--- src/rtl/mac_group_accumulator_pkg.sv ---
// ---------------------------------------------------------------------------
// mac_group_accumulator_pkg
// Shared constants and helpers for the MAC group accumulator and its parents.
//   MAC_Y_W   : width of the multiply-accumulate producer's result stream.
//   sum_width : widened sum width for a group of n samples of in_w bits, so
//               every instantiating parent sizes its buses identically.
// ---------------------------------------------------------------------------
package mac_group_accumulator_pkg;

  localparam int MAC_Y_W = 32;

  // A group of n samples needs ceil(log2(n)) extra bits to never wrap.
  function automatic int sum_width(input int in_w, input int n);
    return in_w + $clog2(n);
  endfunction

endpackage

--- src/rtl/mac_group_accumulator.sv ---
// ---------------------------------------------------------------------------
// mac_group_accumulator
// Sums consecutive signed samples in groups of N and emits each group as one
// widened signed sum with its sample count. A group closes early on in_last.
//
// Ports:
//   clk, rst     : rising-edge clock, synchronous active-high reset
//   in_valid     : upstream sample valid
//   in_ready     : block accepts a sample this cycle
//   y_in         : signed input sample (IN_W bits)
//   in_last      : with in_valid, this sample closes the current group
//   out_valid    : sum / count / out_partial are valid
//   out_ready    : downstream accepts the output
//   sum          : signed group sum (OUT_W bits)
//   count        : samples in sum, 1..N
//   out_partial  : group closed by in_last before reaching N samples
// ---------------------------------------------------------------------------
module mac_group_accumulator
  import mac_group_accumulator_pkg::*;
#(
  parameter int N = 4,
  parameter int IN_W = MAC_Y_W,
  localparam int OUT_W = sum_width(IN_W, N),
  localparam int CNT_W = $clog2(N + 1)
) (
  input  logic             clk,
  input  logic             rst,
  input  logic             in_valid,
  output logic             in_ready,
  input  logic [IN_W-1:0]  y_in,
  input  logic             in_last,
  output logic             out_valid,
  input  logic             out_ready,
  output logic [OUT_W-1:0] sum,
  output logic [CNT_W-1:0] count,
  output logic             out_partial
);

  localparam logic [CNT_W-1:0] N_CNT = CNT_W'(N);

  logic [OUT_W-1:0] acc_q, acc_d;
  logic [CNT_W-1:0] cnt_q, cnt_d;
  logic             out_valid_q, out_valid_d;
  logic [OUT_W-1:0] sum_q, sum_d;
  logic [CNT_W-1:0] count_q, count_d;
  logic             out_partial_q, out_partial_d;

  logic signed [IN_W-1:0] y_signed;
  logic [OUT_W-1:0]       sample_ext;
  logic [OUT_W-1:0]       acc_sum;
  logic [CNT_W-1:0]       cnt_inc;
  logic                   accept;
  logic                   group_done;

  // Ready whenever the output slot is empty or is being drained this cycle.
  assign in_ready = !out_valid_q || out_ready;
  assign y_signed = y_in;

  // Next-state logic for the open group and the output register.
  always_comb begin
    acc_d         = acc_q;
    cnt_d         = cnt_q;
    out_valid_d   = out_valid_q;
    sum_d         = sum_q;
    count_d       = count_q;
    out_partial_d = out_partial_q;

    // Sized cast of a signed operand sign-extends to the full sum width.
    sample_ext = OUT_W'(y_signed);
    acc_sum    = acc_q + sample_ext;
    cnt_inc    = cnt_q + CNT_W'(1'b1);
    accept     = in_valid && in_ready;
    group_done = (cnt_inc == N_CNT) || in_last;

    if (accept && group_done) begin
      // Loads over any result being popped in the same edge.
      sum_d         = acc_sum;
      count_d       = cnt_inc;
      out_partial_d = (cnt_inc != N_CNT);
      out_valid_d   = 1'b1;
      acc_d         = {OUT_W{1'b0}};
      cnt_d         = {CNT_W{1'b0}};
    end else if (accept) begin
      acc_d = acc_sum;
      cnt_d = cnt_inc;
      if (out_ready) begin
        out_valid_d = 1'b0;
      end else begin
        out_valid_d = out_valid_q;
      end
    end else if (out_valid_q && out_ready) begin
      // Pop only; sum/count keep their stale values.
      out_valid_d = 1'b0;
    end else begin
      out_valid_d = out_valid_q;
    end
  end

  // State and output registers with synchronous reset.
  always_ff @(posedge clk) begin
    if (rst) begin
      acc_q         <= {OUT_W{1'b0}};
      cnt_q         <= {CNT_W{1'b0}};
      out_valid_q   <= 1'b0;
      sum_q         <= {OUT_W{1'b0}};
      count_q       <= {CNT_W{1'b0}};
      out_partial_q <= 1'b0;
    end else begin
      acc_q         <= acc_d;
      cnt_q         <= cnt_d;
      out_valid_q   <= out_valid_d;
      sum_q         <= sum_d;
      count_q       <= count_d;
      out_partial_q <= out_partial_d;
    end
  end

  assign out_valid   = out_valid_q;
  assign sum         = sum_q;
  assign count       = count_q;
  assign out_partial = out_partial_q;

endmodule

--- config.mk ---
export PLATFORM = sky130hd
export DESIGN_NAME = mac_group_accumulator
export DESIGN_NICKNAME = d
export VERILOG_FILES = /design/src/rtl/mac_group_accumulator_pkg.sv /design/src/rtl/mac_group_accumulator.sv
export SDC_FILE = /design/constraint.sdc
export NUM_CORES = 1
export LEC_CHECK = 0
export CORE_ASPECT_RATIO = 1.4
export CORE_MARGIN = 5
export CORE_UTILIZATION = 38
export DETAILED_ROUTE_END_ITERATION = 10
export GPL_ROUTABILITY_DRIVEN = 0
export PLACE_DENSITY_LB_ADDON = 0.1
export SETUP_SLACK_MARGIN = 0.15
export SLEW_MARGIN = 5
export SYNTH_ARGS = -nofsm -noshare
export SYNTH_HDL_FRONTEND = slang
export SYNTH_SLANG_ARGS = --single-unit
--- constraint.sdc ---
create_clock -name clk -period 4.35 [get_ports clk]
set_input_delay 0.435 -clock clk [delete_from_list [all_inputs] [get_ports clk]]
set_output_delay 0.435 -clock clk [all_outputs]
set_load 0.01 [all_outputs]
==> impl_metrics.json, run 1 <==
{
  "detailed_place_hpwl_um": 9670,
  "synth.yosys.warnings": 0,
  "final_nets": 741,
  "cts.reportedPaths.clkPinSlew_ns": 0.06,
  "post-route-drc-count": 0,
  "global_route_wire_length_before_repair_um": 21900,
  "synth.most_common_cell": "nand2_1",
  "worst_path_fanout_max": 6,
  "initial_antenna_violation_count": 0,
  "max_cap_viol_count": 0,
  "post-route-util_pct": 47.6,
  "measured_slew_at_the_worst_slew_check_pin_ns": 0.569,
  "cp.arrival_ns": 3.22,
  "drtAntennaViolNets": 0,
  "finalSetupViolCount": 0,
  "drt_iter0_drc": 172,
  "netlist_top_cells_count": "nand2_1 (126), a21oi_1 (86), dfxtp_1 (76)",
  "cts_max_level": 3,
  "min-delay-start": "sum[13]",
  "slew_headroom_pct": 62.1,
  "total_die_area_um2": 14700,
  "synth_seq_area_share_pct": 32.3,
  "via_count": 4410,
  "core_region_area_um2": 12300,
  "synthesis.nets": 681,
  "holdBufCountCts": 0,
  "globalRoute.totalOverflow": 0,
  "clk_root_buffer_cell": "clkbuf_16",
  "totalNegativeSetupSlack_ns": 0,
  "post-route-worst-setup-slack_ns": 1.40,
  "critical_path.n_buffers_inverters": 1,
  "antenna_cells_inserted": 0,
  "cellLeakagePower_nw": 2.33,
  "timing_hold_violations_final": 0,
  "min_period_ns": 2.95,
  "criticalPathCategory": "input pin to flip-flop",
  "timing.final.crit_share_pct": 67.9,
  "drv_slew": 0,
  "ir_worst_vdd_uv": 214,
  "detail_route.vias_per_cell": 5.36,
  "area.growth.synth_to_final_pct": 23.9,
  "synth-async-reset-ratio_pct": 0,
  "final.setup_skew_ns": 0.00535,
  "synth_cells": 608,
  "grt_max_degree": 52,
  "clock_latency_ns": 0.34,
  "mapped_avg_cell_area_um2": 7.74,
  "critPathTopFamily": "compound AO/OA/AOI/OAI gates",
  "grt_setup_unrepaired": "false",
  "cp_data_required_time_ns": 4.61,
  "numClockSinks": 76,
  "min_path_type": "flip-flop to flip-flop",
  "design_power_total_w": 0.00211,
  "placement.setup.worst_slack_ns": 1.08,
  "ys_types": 64,
  "startpoint": "y_in[18]",
  "cts_setup_buffers": 0,
  "ys_seq_elements": 76,
  "rows": 48,
  "clock_path_buffers": 2,
  "global_route_total_usage_across_every_layer_pct": 18.1,
  "tritoncts": "done",
  "synth.top_cells.by_area": "dfxtp_1 (32%), nand2_1 (10%), ha_1 (9.3%)",
  "totalWireLength_um": 13200,
  "grt_pass1_vias": 4478,
  "synth-edff-count": 0,
  "final-instance-count-excl-fill": 823,
  "achievable-frequency_mhz": 338,
  "worst_r2r_setup_slack_ns": 1.62,
  "cts_made_buffers": 9,
  "die-width_um": 104,
  "routedWlPerCell_um": 16.1,
  "die_h_um": 142,
  "num_io_pins": 77,
  "crit_chain": "clkdlybuf4s50_1 -> ha_1 -> a21oi_1 -> o21ai_0 -> a31o_2 -> a31oi_1 -> nand3_1 -> o21ai_0 -> mux2i_1 -> nand2_1 -> a31oi_1",
  "synth_top_cell_area_share_pct": 32.3,
  "crit_path_end_kind": "flip-flop",
  "timing.critical_path.slowest_cell_delay_ns": 0.41,
  "syn_area_um2": 4700,
  "cts.repair.resized": 0,
  "status": "finished, final reports clean",
  "layout-drive-gt1-share_pct": 7.58,
  "critical_path.startpoint_type": "input pin",
  "synth_flop_cell": "dfxtp_1",
  "r2r_start": "acc_q[18]",
  "port_buffers": 76,
  "powerDensity_nw_per_um2": 362,
  "detailedRoute.firstPassIterationCount": 4,
  "synthDominantAreaCellType": "dfxtp_1",
  "numPlacedInstances": 807,
  "critPathSlowestCell": "clkdlybuf4s50_1",
  "floorplan.initialDensity_pct": 38.4
}
worst min-delay path: stages, from the launching register on:
cell and delay, ns:
dfxtp_1 0.31, nand2_1 0.05, a21oi_1 0.05
cell usage in the layout (no fill, tap or decap), types with 9 or more instances in the layout:
cell type / count
a21o_1: 13
a211oi_1: 9
o21ai_0: 17
o21a_1: 9
a21oi_1: 86
dfxtp_1: 76
nand3b_1: 9
clkdlybuf4s50_1: 75
xnor2_1: 17
nand2_1: 126
nand3_1: 19
ha_1: 35
clkbuf_16: 9
xor2_1: 13
inv_1: 10
nor2_1: 33
state kept, by name, indices dropped and copies added (netlist names):
register	cells
count	3
out_partial	1
sum	34
out_valid	1
cnt_q	3
acc_q	34
report_power, final:
| group | internal (W) | switching [W] | leakage, nW |
|---|---|---|---|
| sequential | 0.000756 | 0.0000318 | 0.623 |
| combinational | 0.000272 | 0.000351 | 1.58 |
| clock | 0.000385 | 0.000313 | 0.124 |
| total | 0.00141 | 0.000695 | 2.33 |
worst paths after layout:
check,endpoint,depth (start not counted)
hold / removal,sum[13],2
setup reg to reg,sum[31],10
hold reg to reg,sum[13],2
setup / recovery,sum[31],11
routing by layer:
layer / vias up / global-route usage, % / wire [um]
li1: 2259 / - / -
met1: 2049 / 19.9 / 5420
met2: 82 / 34.2 / 7020
met3: 20 / 2.91 / 457
met4: 0 / 7.09 / 330
met5: - / 0 / 0
final cells by class:
cell class                 count  area (um2)
inverter                      10        37.5
fill                        1300        6420
tap                          150         188
clock buffer                  10         229
timing repair buffer          84         816
sequential                    76        1520
multi-input combinational    487        3000
clock inverter                 6        41.3
through the flow:
step | cell area (um2) | hold WS [ns]
floorplan | 4700 | 0.436
global placement | 5560 | 0.442
detailed placement | 5560 | 0.444
CTS | 5830 | 0.452
global route | 5830 | 0.464
finish | 5830 | 0.449
cells by family after synthesis:
| group | share of synthesized area [%] |
|---|---|
| xor gates and xnor gates | 5.59 |
| AOI/OAI and AO/OA | 25.2 |
| and+or+nand+nor | 22.6 |
| adders and majority gates | 9.73 |
| DFF | 32.3 |
| muxes | 0.452 |
| buffers and inverters | 4.15 |
Power figures use the tool's default switching activity.
==> inputs of run 2 (changes only) <==
==> constraint.sdc (replaced) <==
create_clock -name clk -period 2.4 [get_ports clk]
set_input_delay 0.24 -clock clk [delete_from_list [all_inputs] [get_ports clk]]
set_output_delay 0.24 -clock clk [all_outputs]
set_load 0.01 [all_outputs]
==> run 2 against run 1 <==
Net effect:
- total power grew 110%
- sequential power grew 83%
- global-route usage grew 1.9 points
- critical path type is now flip-flop to flip-flop
- critical endpoint is now acc_q[24]
==> impl_metrics.json, run 2 (synthesis gave the netlist of run 1 again) <==
{
  "post-route-util_pct": 59.8,
  "area.growth.synth_to_final_pct": 55.8,
  "placement.setup.worst_slack_ns": -0.553,
  "final_cell_area_um2": 7330,
  "total_switching_power_w": 0.00151,
  "seq_power_share_pct": 32.5,
  "share_clk_of_total_power_pct": 30.1,
  "antenna_cells_inserted": 0,
  "cts_max_level": 3,
  "timing.final.crit_share_pct": 100,
  "layout-drive-gt1-share_pct": 31.6,
  "grt-busiest-layer": "met2",
  "post-route-worst-setup-slack_ns": 0.000880,
  "globalRoute.totalOverflow": 0,
  "totalNegativeSetupSlack_ns": 0,
  "holdBufCountCts": 0,
  "crit_path_end_kind": "flip-flop",
  "critPathSlowestCell": "dfxtp_2",
  "cp.arrival_ns": 2.68,
  "drtAntennaViolNets": 0,
  "port_buffers": 76,
  "drt_iter0_drc": 171,
  "grt_setup_unrepaired": "true",
  "tritoncts": "done",
  "layout.cells.most_common_list": "nand2_1 (124), buf_4 (102), dfxtp_1 (68), clkdlybuf4s50_1 (67), a21oi_1 (66)",
  "global_route_total_usage_across_every_layer_pct": 20.0,
  "grtUsageMet2_pct": 37.4,
  "grt.met1_usage_pct": 21.7,
  "min-delay-start": "rst",
  "rows": 48,
  "totalWireLength_um": 15200,
  "via_count": 4962,
  "routedWlPerCell_um": 16.4,
  "drv_slew": 0,
  "detailedRoute.firstPassIterationCount": 4,
  "crit_chain": "ha_4 -> inv_2 -> fa_2 -> nor2b_4 -> o31a_4 -> o211ai_4 -> nand2_2 -> a211oi_2 -> o31a_1 -> buf_4 -> xnor2_2 -> nand2_1 -> a21oi_1",
  "powerDensity_nw_per_um2": 604,
  "cts_made_buffers": 9,
  "critical_path.startpoint_type": "flip-flop",
  "status": "finished, final reports clean",
  "r2r_start": "acc_q[0]",
  "holdPathEnd": "acc_q[23]",
  "initial_antenna_violation_count": 0,
  "min_path_type": "input pin to flip-flop",
  "min_period_ns": 2.40,
  "timing_hold_violations_final": 0,
  "total_die_area_um2": 14700,
  "measured_slew_at_the_worst_slew_check_pin_ns": 0.513,
  "die_h_um": 142,
  "die-width_um": 104,
  "worst_path_fanout_max": 3,
  "timing.critical_path.slowest_cell_delay_ns": 0.33,
  "worst_r2r_setup_slack_ns": 0.0009,
  "slew_headroom_pct": 65.7,
  "finalSetupViolCount": 0,
  "switching_share_pct": 34.0,
  "cellLeakagePower_nw": 2.99,
  "grt_pass1_vias": 5048,
  "power.combinational.fraction_pct": 37.4,
  "max_cap_viol_count": 0,
  "final_nets": 843,
  "postPlaceCellArea_um2": 6250,
  "final.setup_skew_ns": 0.00661,
  "layout.cells.most_common": "nand2_1",
  "numClockSinks": 76,
  "critical_path.reg2reg.endpoint": "acc_q[24]",
  "cp_data_required_time_ns": 2.68,
  "grtUsageMet3_pct": 3.32,
  "cellInternalPower_w": 0.00292,
  "grt_max_degree": 38,
  "worst_r2r_path_depth": 13,
  "criticalPathCategory": "flip-flop to flip-flop",
  "post-route-drc-count": 0,
  "clk_root_buffer_cell": "clkbuf_16",
  "num_io_pins": 77,
  "ir_worst_vdd_uv": 342,
  "floorplan.initialDensity_pct": 38.4,
  "global_route_wire_length_before_repair_um": 24200,
  "achievable-frequency_mhz": 417,
  "clock_latency_ns": 0.35,
  "clock_path_buffers": 2,
  "min_path_cells": 2,
  "core_region_area_um2": 12300,
  "cts.reportedPaths.clkPinSlew_ns": 0.07,
  "detail_route.vias_per_cell": 5.36,
  "detailed_place_hpwl_um": 10800,
  "finalHoldWorstSlack_ns": 0.280
}
run 2: metal layers:
| metal | share of wire [%] | wire [um] |
|---|---|---|
| met1 | 40 | 6080 |
| met2 | 52 | 7970 |
| met3 | 3.1 | 465 |
| met4 | 4.4 | 673 |
| met5 | 0 | 0 |
run 2: worst max-delay path by stage:
stage,slack (ns),endpoint,depth (start not counted),start
global placement,-0.52,acc_q[31],12,y_in[18]
global route,-0.13,sum[24],13,acc_q[0]
finish,0.0009,acc_q[24],13,acc_q[0]
detailed placement,-0.55,acc_q[31],12,y_in[16]
CTS,0.007,acc_q[28],13,acc_q[0]
floorplan,0.14,sum[32],12,acc_q[0]
run 2: repair_timing:
item,4_1_cts,5_1_grt
setup buffers,8,5
gates resized for setup,77,55
pin swaps,30,37
setup endpoints to repair,44,47
endpoints found under the hold margin,0,0
run 2: critical path: cells and delay by family, from the launching register on:
family,cells,cell delay (ns)
buffers and inverters,2,0.21
DFF,1,0.33
xor gates and xnor gates,1,0.13
AOI/OAI and AO/OA,5,1.06
and+or+nand+nor,3,0.22
adders and majority gates,2,0.37
run 2: power groups by stage:
| stage | Sequential (W) | Combinational (W) | Clock, W |
|---|---|---|---|
| global placement | 0.00145 | 0.00135 | 0 |
| CTS | 0.00144 | 0.00152 | 0.00136 |
| floorplan | 0.00147 | 0.000758 | 0 |
| finish | 0.00144 | 0.00165 | 0.00133 |
| global route | 0.00145 | 0.00180 | 0.00142 |
| detailed placement | 0.00146 | 0.00136 | 0 |
run 2: layout make-up:
class                           count  area, um2
Tap cell                          150        188
Clock inverter                      7       58.8
Sequential cell                    76       1530
Timing Repair Buffer              186       1610
Clock buffer                        9        225
Fill cell                        1110       4920
Multi-Input combinational cell    487       3670
Inverter                           10       37.5
run 2: through the flow:
stage | total power, W | cells
after CTS | 0.00432 | 920
after detailed placement | 0.00282 | 896
after global routing | 0.00467 | 925
final | 0.00443 | 925
after global placement | 0.00281 | 896
after floorplan | 0.00223 | 608
==> inputs of run 3 (changes only) <==
--- a/config.mk
+++ b/config.mk
@@ -10,9 +10,11 @@
 export CORE_UTILIZATION = 38
 export DETAILED_ROUTE_END_ITERATION = 10
 export GPL_ROUTABILITY_DRIVEN = 0
+export MAX_ROUTING_LAYER = met4
 export PLACE_DENSITY_LB_ADDON = 0.1
 export SETUP_SLACK_MARGIN = 0.15
 export SLEW_MARGIN = 5
 export SYNTH_ARGS = -nofsm -noshare
 export SYNTH_HDL_FRONTEND = slang
 export SYNTH_SLANG_ARGS = --single-unit
+export TNS_END_PERCENT = 1
==> run 3 against run 2 <==
Net effect:
- sequential cell count is the same
- register-to-register slack worse by 0.04 ns
- the run now ends with setup timing left
- largest cell class unchanged
- setup slack got worse by 0.043 ns
==> impl_metrics.json, run 3 (synthesis gave the netlist of run 1 again) <==
{
  "status": "complete, but fails checks",
  "failed_checks": "setup timing",
  "final_nets": 837,
  "holdBufCountCts": 0,
  "numClockSinks": 76,
  "critical_path.startpoint_type": "flip-flop",
  "totalWireLength_um": 14600,
  "crit_path_end_kind": "flip-flop",
  "path_common_cell": "a211oi_2",
  "cellLeakagePower_nw": 2.89,
  "routedWlPerCell_um": 15.9,
  "final_cell_area_um2": 6940,
  "powerDensity_nw_per_um2": 617,
  "cp_data_required_time_ns": 2.61,
  "layout.cells.most_common": "nand2_1",
  "global_route_total_usage_across_every_layer_pct": 20.5,
  "measured_slew_at_the_worst_slew_check_pin_ns": 0.511,
  "max_cap_viol_count": 0,
  "cts.reportedPaths.clkPinSlew_ns": 0.06,
  "layout-drive-gt1-share_pct": 25.6,
  "detailed_place_hpwl_um": 11000,
  "min_path_type": "input pin to flip-flop",
  "post-route-drc-count": 0,
  "final.setup_skew_ns": 0.00635,
  "grt_pass1_vias": 5095,
  "critPathSlowestCell": "dfxtp_2",
  "floorplan.initialDensity_pct": 38.4,
  "timing_hold_violations_final": 0,
  "layout.cells.most_common_list": "nand2_1 (125), buf_4 (104), a21oi_1 (75), dfxtp_1 (74), clkdlybuf4s50_1 (71)",
  "post-route-util_pct": 56.6,
  "seq_power_share_pct": 33.5,
  "cts_max_level": 3,
  "criticalPathCategory": "flip-flop to flip-flop",
  "crit_chain": "ha_4 -> inv_2 -> fa_2 -> nor2b_4 -> o31a_4 -> o211ai_4 -> nand2_2 -> a211oi_2 -> o31a_1 -> o21ai_1 -> xnor2_1 -> a211oi_2",
  "slew_headroom_pct": 65.8,
  "total_die_area_um2": 14700,
  "area.growth.synth_to_final_pct": 47.4,
  "critical_path.n_buffers_inverters": 1,
  "post-route-worst-setup-slack_ns": -0.0420,
  "numPlacedInstances": 903,
  "postPlaceCellArea_um2": 6280,
  "clock_path_buffers": 2,
  "core_region_area_um2": 12300,
  "finalHoldWorstSlack_ns": 0.276,
  "grt_setup_unrepaired": "true",
  "die-width_um": 104,
  "min_period_ns": 2.44,
  "filler_cell_count": 1153,
  "share_clk_of_total_power_pct": 31.0,
  "die_h_um": 142,
  "power.combinational.fraction_pct": 35.4,
  "cts_made_buffers": 9,
  "design_power_total_w": 0.00428,
  "cellInternalPower_w": 0.00289,
  "detailedRoute.firstPassIterationCount": 5,
  "global_route_wire_length_before_repair_um": 24200,
  "total_switching_power_w": 0.00139,
  "final-instance-count-excl-fill": 919,
  "clock_latency_ns": 0.34,
  "drtAntennaViolNets": 0,
  "timing.critical_path.slowest_cell_delay_ns": 0.33,
  "finalSetupViolCount": 4,
  "ir_worst_vdd_uv": 344,
  "grt_max_degree": 38,
  "switching_share_pct": 32.5,
  "worst_path_fanout_max": 4,
  "port_buffers": 76,
  "achievable-frequency_mhz": 410,
  "tritoncts": "done",
  "globalRoute.totalOverflow": 0,
  "drv_slew": 0,
  "detail_route.vias_per_cell": 5.26,
  "rows": 48,
  "timing.final.crit_share_pct": 102,
  "cp.arrival_ns": 2.65,
  "antenna_cells_inserted": 0,
  "clk_root_buffer_cell": "clkbuf_16",
  "critPathTopFamily": "compound AO/OA/AOI/OAI gates",
  "drt_iter0_drc": 152,
  "initial_antenna_violation_count": 0,
  "num_io_pins": 77,
  "via_count": 4835
}
==> run 3: through the flow <==
step                setup TNS (ns)  setup WS (ns)
global route                 -2.27         -0.219
floorplan                        0         0.0812
detailed placement          -15.12         -0.553
finish                     -0.0619        -0.0420
CTS                         -0.174        -0.0571
global placement            -14.07         -0.561
==> run 3: per-layer routing <==
| layer | track usage, % | routed length, um |
|---|---|---|
| met2 | 38.0 | 7900 |
| met3 | 2.87 | 496 |
| met1 | 21.8 | 5900 |
| met5 | - | 0 |
| met4 | 8.12 | 327 |
==> run 3: final timing paths <==
check	from	to	slack, ns	cells past startpoint
worst max-delay path	acc_q[0]	sum[32]	-0.04	12
worst min-delay path	rst	acc_q[23]	0.28	2
worst max register to register	acc_q[0]	sum[32]	-0.04	12
worst min register to register	sum[15]	sum[15]	0.45	2
==> run 3: repair_timing <==
action                     in CTS  in global routing
setup endpoints to repair      44                 46
buffers inserted                0                  0
pin swaps                      19                 17
gates resized for setup        36                 35
==> run 3: final cells by class <==
type,count,area (um2),area share [%]
Multi-Input combinational cell,487,3350,48.4
Timing Repair Buffer,180,1550,22.3
Sequential cell,76,1520,22.0
Clock buffer,12,256,3.70
Tap cell,150,188,2.71
Inverter,10,37.5,0.541
Clock inverter,4,30.0,0.433
==> run 3: power groups by stage <==
stage                     sequential (W)  combinational, W  clock [W]
after floorplan                  0.00147          0.000757          0
after global placement           0.00145           0.00137          0
after detailed placement         0.00146           0.00138          0
after CTS                        0.00143           0.00145    0.00136
after global routing             0.00145           0.00166    0.00141
final                            0.00144           0.00152    0.00133
==> patch 1: new RTL, config.mk and constraints of run 2 <==
Register the output `count` once more, with the module's reset; this adds one clock of latency there. The other outputs are not delayed to match.
--- a/src/rtl/mac_group_accumulator.sv
+++ b/src/rtl/mac_group_accumulator.sv
@@ -117,7 +117,13 @@
 
   assign out_valid   = out_valid_q;
   assign sum         = sum_q;
-  assign count       = count_q;
+  always_ff @(posedge clk) begin
+    if (rst) begin
+      count <= '0;
+    end else begin
+      count <= count_q;
+    end
+  end
   assign out_partial = out_partial_q;
 
 endmodule
Formal check against the unedited RTL: not equivalent (a bounded check fails within 4 cycles, from zero or initial values and one cycle with rst high).
==> patch 1 against run 2 <==
  * The run now ends with negative setup slack left
  * Combinational power shrank 5%
  * Cell area grew 5.5%
  * Via count up 4.1%
  * Power decreased by 0.30%
  * Sequential cell count rose by 3
  * Hold slack better by 0.12 ns
  * Setup slack lost 0.24 ns
  * Wire length up 3.4%
  * Maximum frequency shrank 9.0%
  * Area after synthesis is 6.9% higher
  * Critical path type unchanged
==> patch 1: results (changes against run 2) <==
| Metric | Value |
|---|---|
| Post-Synth XOR/XNOR Area | `0.0445 (was 0.0559)` |
| DP Worst Slack | `-0.736 ns (was -0.553 ns)` |
| Avg Synthesized Cell Area | `8.02 µm² (was 7.74 µm²)` |
| Cells after DPL | `928 (was 896)` |
| Final Net Count | `860 (was 843)` |
| Share of layout cells above drive strength 1 | `0.327 (was 0.316)` |
| Final hold slack | `0.398 ns (was 0.280 ns)` |
| Status | `complete, but fails checks (was complete, no violations)` |
| Most instantiated cells after synthesis | `120 x nand2_1, 79 x dfxtp_1, 78 x a21oi_1, 35 x ha_1 (was 126 x nand2_1, 86 x a21oi_1, 76 x dfxtp_1, 35 x ha_1, 34 x nor2_1)` |
| Synthesized-area fraction occupied by ao, oa, aoi and oai cells | `0.242 (was 0.252)` |
| # setup viols final | `28 (was 0)` |
| Setup_tns | `-3.01 ns (was 0 ns)` |
| Vias per cell | `5.32 (was 5.36)` |
| Syn nets | `700 (was 681)` |
| Setup ws final | `-0.236 ns (was 0.000880 ns)` |
| Initial antenna violation count | `1 (was 0)` |
| Synth Area in Adders | `0.0910 (was 0.0973)` |
| Critical Path Slowest Stage Cell | `dfxtp_4 (was dfxtp_2)` |
| First-pass GRT wire length | `25,300 µm (was 24,200 µm)` |
| Failing checks | `negative setup slack` |
| Synth cell types | `70 (was 64)` |
| DR iter-0 viols | `150 (was 171)` |
| Synth area leaders | `dfxtp_1 31%, nand2_1 9.0%, ha_1 8.7% (was dfxtp_1 32%, nand2_1 10%, ha_1 9.3%)` |
| Detailed placer's ending HPWL | `11,100 µm (was 10,800 µm)` |
| Hold Path Stages | `4 (was 2)` |
| Worst-margin pin slew | `0.643 ns (was 0.513 ns)` |
[patch 1: worst max-delay path by stage]
stage	end	slack, ns	cells past startpoint
final	acc_q[32]$_SDFFE_PP0P_	-0.24	11
after floorplan	acc_q[30]$_SDFFE_PP0P_	-0.07	11
after global routing	acc_q[32]$_SDFFE_PP0P_	-0.44	11
after CTS	sum[32]$_SDFFE_PP0P_	-0.23	11
after detailed placement	sum[32]$_SDFFE_PP0P_	-0.74	12
after global placement	sum[32]$_SDFFE_PP0P_	-0.68	12
[patch 1: layer usage]
layer  GRT usage  up-vias  wire [µm]
li1            -     2554          -
met3      0.0327       29        644
met2       0.358      113       8400
met1       0.227     2467       6320
met5           0        -          0
met4      0.0793        0        348
[patch 1: critical path, delay by kind of cell (launching register included)]
kind / cells / cell delay (ns)
DFF: 1 / 0.36
and+or+nand+nor: 2 / 0.30
AOI/OAI and AO/OA: 6 / 1.33
adders and majority gates: 2 / 0.47
buffers and inverters: 1 / 0.03
[patch 1: area by class of cell]
cell class	count	area [µm²]	area share
repair buffers	189	1690	0.219
multi-input cells	495	3880	0.502
flip-flops and latches	79	1600	0.207
clock inverters	7	61.3	0.00793
diodes	1	2.50	0.000324
well taps	178	223	0.0288
clock buffers	9	225	0.0291
inverters	13	48.8	0.00631
[patch 1: power groups by stage]
stage               combinational [mW]  sequential (mW)  clock (mW)
finish                            1.57             1.49        1.35
global placement                  1.31             1.51           0
detailed placement                1.33             1.51           0
CTS                               1.43             1.49        1.40
floorplan                        0.815             1.52           0
global route                      1.72             1.50        1.45
[patch 1: cell families after synthesis]
| family | after synthesis |
|---|---|
| adders and majority gates | 36 |
| AOI/OAI and AO/OA | 181 |
| buffers and inverters | 53 |
| DFF | 79 |
| and+or+nand+nor | 250 |
| xor gates and xnor gates | 24 |
| muxes | 4 |
[patch 1: repair_timing]
action / 4_1_cts / 5_1_grt
resized for setup: 54 / 79
setup endpoints to repair: 37 / 54
gates cloned: 0 / 0
pin swaps: 27 / 52
setup buffers: 13 / 13
==> patch 2: new RTL, settings of run 2 <==
Made on the original files. Change the package constant `MAC_Y_W` from 32 to 16.
--- a/src/rtl/mac_group_accumulator_pkg.sv
+++ b/src/rtl/mac_group_accumulator_pkg.sv
@@ -7,7 +7,7 @@
 // ---------------------------------------------------------------------------
 package mac_group_accumulator_pkg;
 
-  localparam int MAC_Y_W = 32;
+  localparam int MAC_Y_W = 16;
 
   // A group of n samples needs ceil(log2(n)) extra bits to never wrap.
   function automatic int sum_width(input int in_w, input int n);
Ports: changed (resized sum and y_in); port bits go from 77 to 45. The function was not compared with the original's and may differ.
==> patch 2 against run 2 <==
  * Setup slack gained 0.25 ns
  * Wire length decreased by 54%
  * Largest cell class unchanged
  * Global-route usage decreased by 2.8 points
  * Cell area fell by 50%
  * Maximum frequency rose by 12%
  * Hold slack improved by 0.095 ns
  * Critical path type is now input pin to flip-flop
  * Highest routed layer unchanged
  * Power is 52% lower
  * Area after synthesis is 46% lower
  * Die area fell by 43%
  * Synthesized cell count decreased by 47%
  * Register-to-register slack improved by 0.27 ns
  * Core utilization decreased by 4.4 points
  * Sequential cell count fell by 32
==> patch 2: results (changes against run 2) <==
| Metric | Value |
|---|---|
| DP Worst Slack | `-0.303 ns (was -0.553 ns)` |
| Largest net degree at the start of global routing | `28 (was 38)` |
| Clock buffer count from CTS | `5 (was 9)` |
| Critical Path Slowest Stage Cell | `clkdlybuf4s50_1 (was dfxtp_2)` |
| Diodes inserted | `0 (unchanged)` |
| P_sw | `0.667 mW (was 1.51 mW)` |
| Drt pass-1 iters | `4 (unchanged)` |
| Worst rel slew slack | `0.495 (was 0.657)` |
| DR iter-0 viols | `81 (was 171)` |
| Peak VDD IR | `0.000318 V (was 0.000342 V)` |
| Root Buffer | `clkbuf_8 (was clkbuf_16)` |
| YS warnings | `0 (unchanged)` |
| Hold Crit Class | `input pin to flip-flop (unchanged)` |
| Final Net Count | `439 (was 843)` |
| WP data arrival | `2.34 ns (was 2.68 ns)` |
| Syn nets | `361 (was 681)` |
| Worst reg2reg startpoint | `acc_q[0]$_SDFFE_PP0P_ (unchanged)` |
| CP Launch Point | `y_in[2] (was acc_q[0]$_SDFFE_PP0P_)` |
| Ys flop type | `dfxtp_1 (unchanged)` |
| Synth area leaders | `dfxtp_1 35%, ha_1 9.4%, nand2_1 7.7% (was dfxtp_1 32%, nand2_1 10%, ha_1 9.3%)` |
| Largest stage delay on the critical path | `0.41 ns (was 0.33 ns)` |
| Tot GR Track Use | `0.172 (was 0.200)` |
| Port Buf Inserts | `44 (was 76)` |
| Synth cell types | `47 (was 64)` |
| Endpoints failing hold | `0 (unchanged)` |
| Latest clock arrival within the worst-skew pair | `0.30 ns (was 0.35 ns)` |
| Seq/Total Area, Yosys | `0.347 (was 0.323)` |
| Initial antenna violation count | `0 (unchanged)` |
| Clock Pin Slew Worst Setup and Hold Paths | `0.09 ns (was 0.07 ns)` |
| Placed inst area | `3330 µm² (was 6250 µm²)` |
| CP max FO | `4 (was 3)` |
| Most instantiated cells after synthesis | `52 x nand2_1, 44 x dfxtp_1, 37 x a21oi_1, 19 x ha_1 (was 126 x nand2_1, 86 x a21oi_1, 76 x dfxtp_1, 35 x ha_1, 34 x nor2_1)` |
| Status | `complete, no violations (unchanged)` |
| DR WL/cell | `14.9 µm (was 16.4 µm)` |
| Detailed placer's ending HPWL | `5120 µm (was 10,800 µm)` |
| Number of global-route vias before repair | `2,635 (was 5,048)` |
| Routed via count | `2,506 (was 4,962)` |
| Ys async rst share | `0 (unchanged)` |
| Pleak | `1.52 nW (was 2.99 nW)` |
| Min-delay src | `y_in[0] (was rst)` |
| H-tree levels | `2 (was 3)` |
| # setup viols final | `0 (unchanged)` |
| First-pass GRT wire length | `11,800 µm (was 24,200 µm)` |
| Clock skew | `0.00515 ns (was 0.00661 ns)` |
| Share of layout cells above drive strength 1 | `0.223 (was 0.316)` |
| Clock Path Buffers | `2 (unchanged)` |
## patch 2: changes by cell type in the layout (fill, tap and decap cells not counted), sizes merged, moves of 7 or more
cell	delta
nand2	-77
buf	-64
a21oi	-50
dfxtp	-32
clkdlybuf4s50	-27
nor2	-19
ha	-16
xor2	-11
o21a	-9
o21ai	-8
dlygate4sd2	-7
nand3	-7
## patch 2: cell type report
cell class / instances / area, µm²
Tap cell: 74 / 92.6
Fill cell: 645 / 2930
Clock buffer: 5 / 68.8
Timing Repair Buffer: 91 / 803
Clock inverter: 3 / 47.5
Inverter: 14 / 53.8
Sequential cell: 44 / 885
Multi-Input combinational cell: 242 / 1690
## patch 2: cells by family after synthesis
| kind of cell | after synthesis | share of synthesized area |
|---|---|---|
| compound gates | 91 | 0.227 |
| xor+xnor | 13 | 0.0448 |
| fa+ha+maj | 20 | 0.101 |
| buf+inv | 34 | 0.0527 |
| flops | 44 | 0.347 |
| mux | 1 | 0.00394 |
| simple gates | 117 | 0.223 |
## patch 2: what timing repair did
action	in CTS	in global routing
gates resized for setup	5	32
pin swaps	2	20
endpoints found under the hold margin	0	0
setup endpoints to repair	8	17
buffers inserted	0	2
## patch 2: power by group through the flow
stage          combinational, mW  clock [mW]  sequential [mW]
3_3_place_gp               0.644           0            0.839
5_1_grt                    0.775       0.656            0.837
4_1_cts                    0.659       0.623            0.824
2_1_floorplan              0.350           0            0.849
6_report                   0.698       0.599            0.829
3_5_place_dp               0.646           0            0.841
## patch 2: final timing paths
check | endpoint | slack, ns | cells past startpoint
setup / recovery | sum[16]$_SDFFE_PP0P_ | 0.25 | 9
hold / removal | acc_q[0]$_SDFFE_PP0P_ | 0.38 | 4
setup reg to reg | acc_q[12]$_SDFFE_PP0P_ | 0.27 | 10
hold reg to reg | sum[0]$_SDFFE_PP0P_ | 0.46 | 2
## patch 2: stage by stage
stage | hold slack (ns) | std cells | total power [mW] | setup TNS (ns)
6_report | 0.376 | 473 | 2.13 | 0
3_5_place_dp | 0.449 | 463 | 1.49 | -2.91
3_3_place_gp | 0.446 | 463 | 1.48 | -2.42
5_1_grt | 0.414 | 473 | 2.27 | 0
2_1_floorplan | 0.427 | 320 | 1.20 | 0
4_1_cts | 0.462 | 471 | 2.11 | 0
## patch 2: worst max-delay path, delay by kind of cell
kind	cells	cell delay, ns
AND/OR/NAND/NOR	3	0.62
AO/OA/AOI/OAI	4	0.74
adder cells (fa/ha/maj)	1	0.34
buffers and inverters	1	0.41
## patch 2: layer usage
layer | GRT usage | up-vias | share of wire
li1 | - | 1297 | -
met1 | 0.199 | 1171 | 0.45
met5 | 0 | - | 0
met2 | 0.320 | 32 | 0.52
met4 | 0.0504 | 0 | 0.010
met3 | 0.0269 | 6 | 0.020
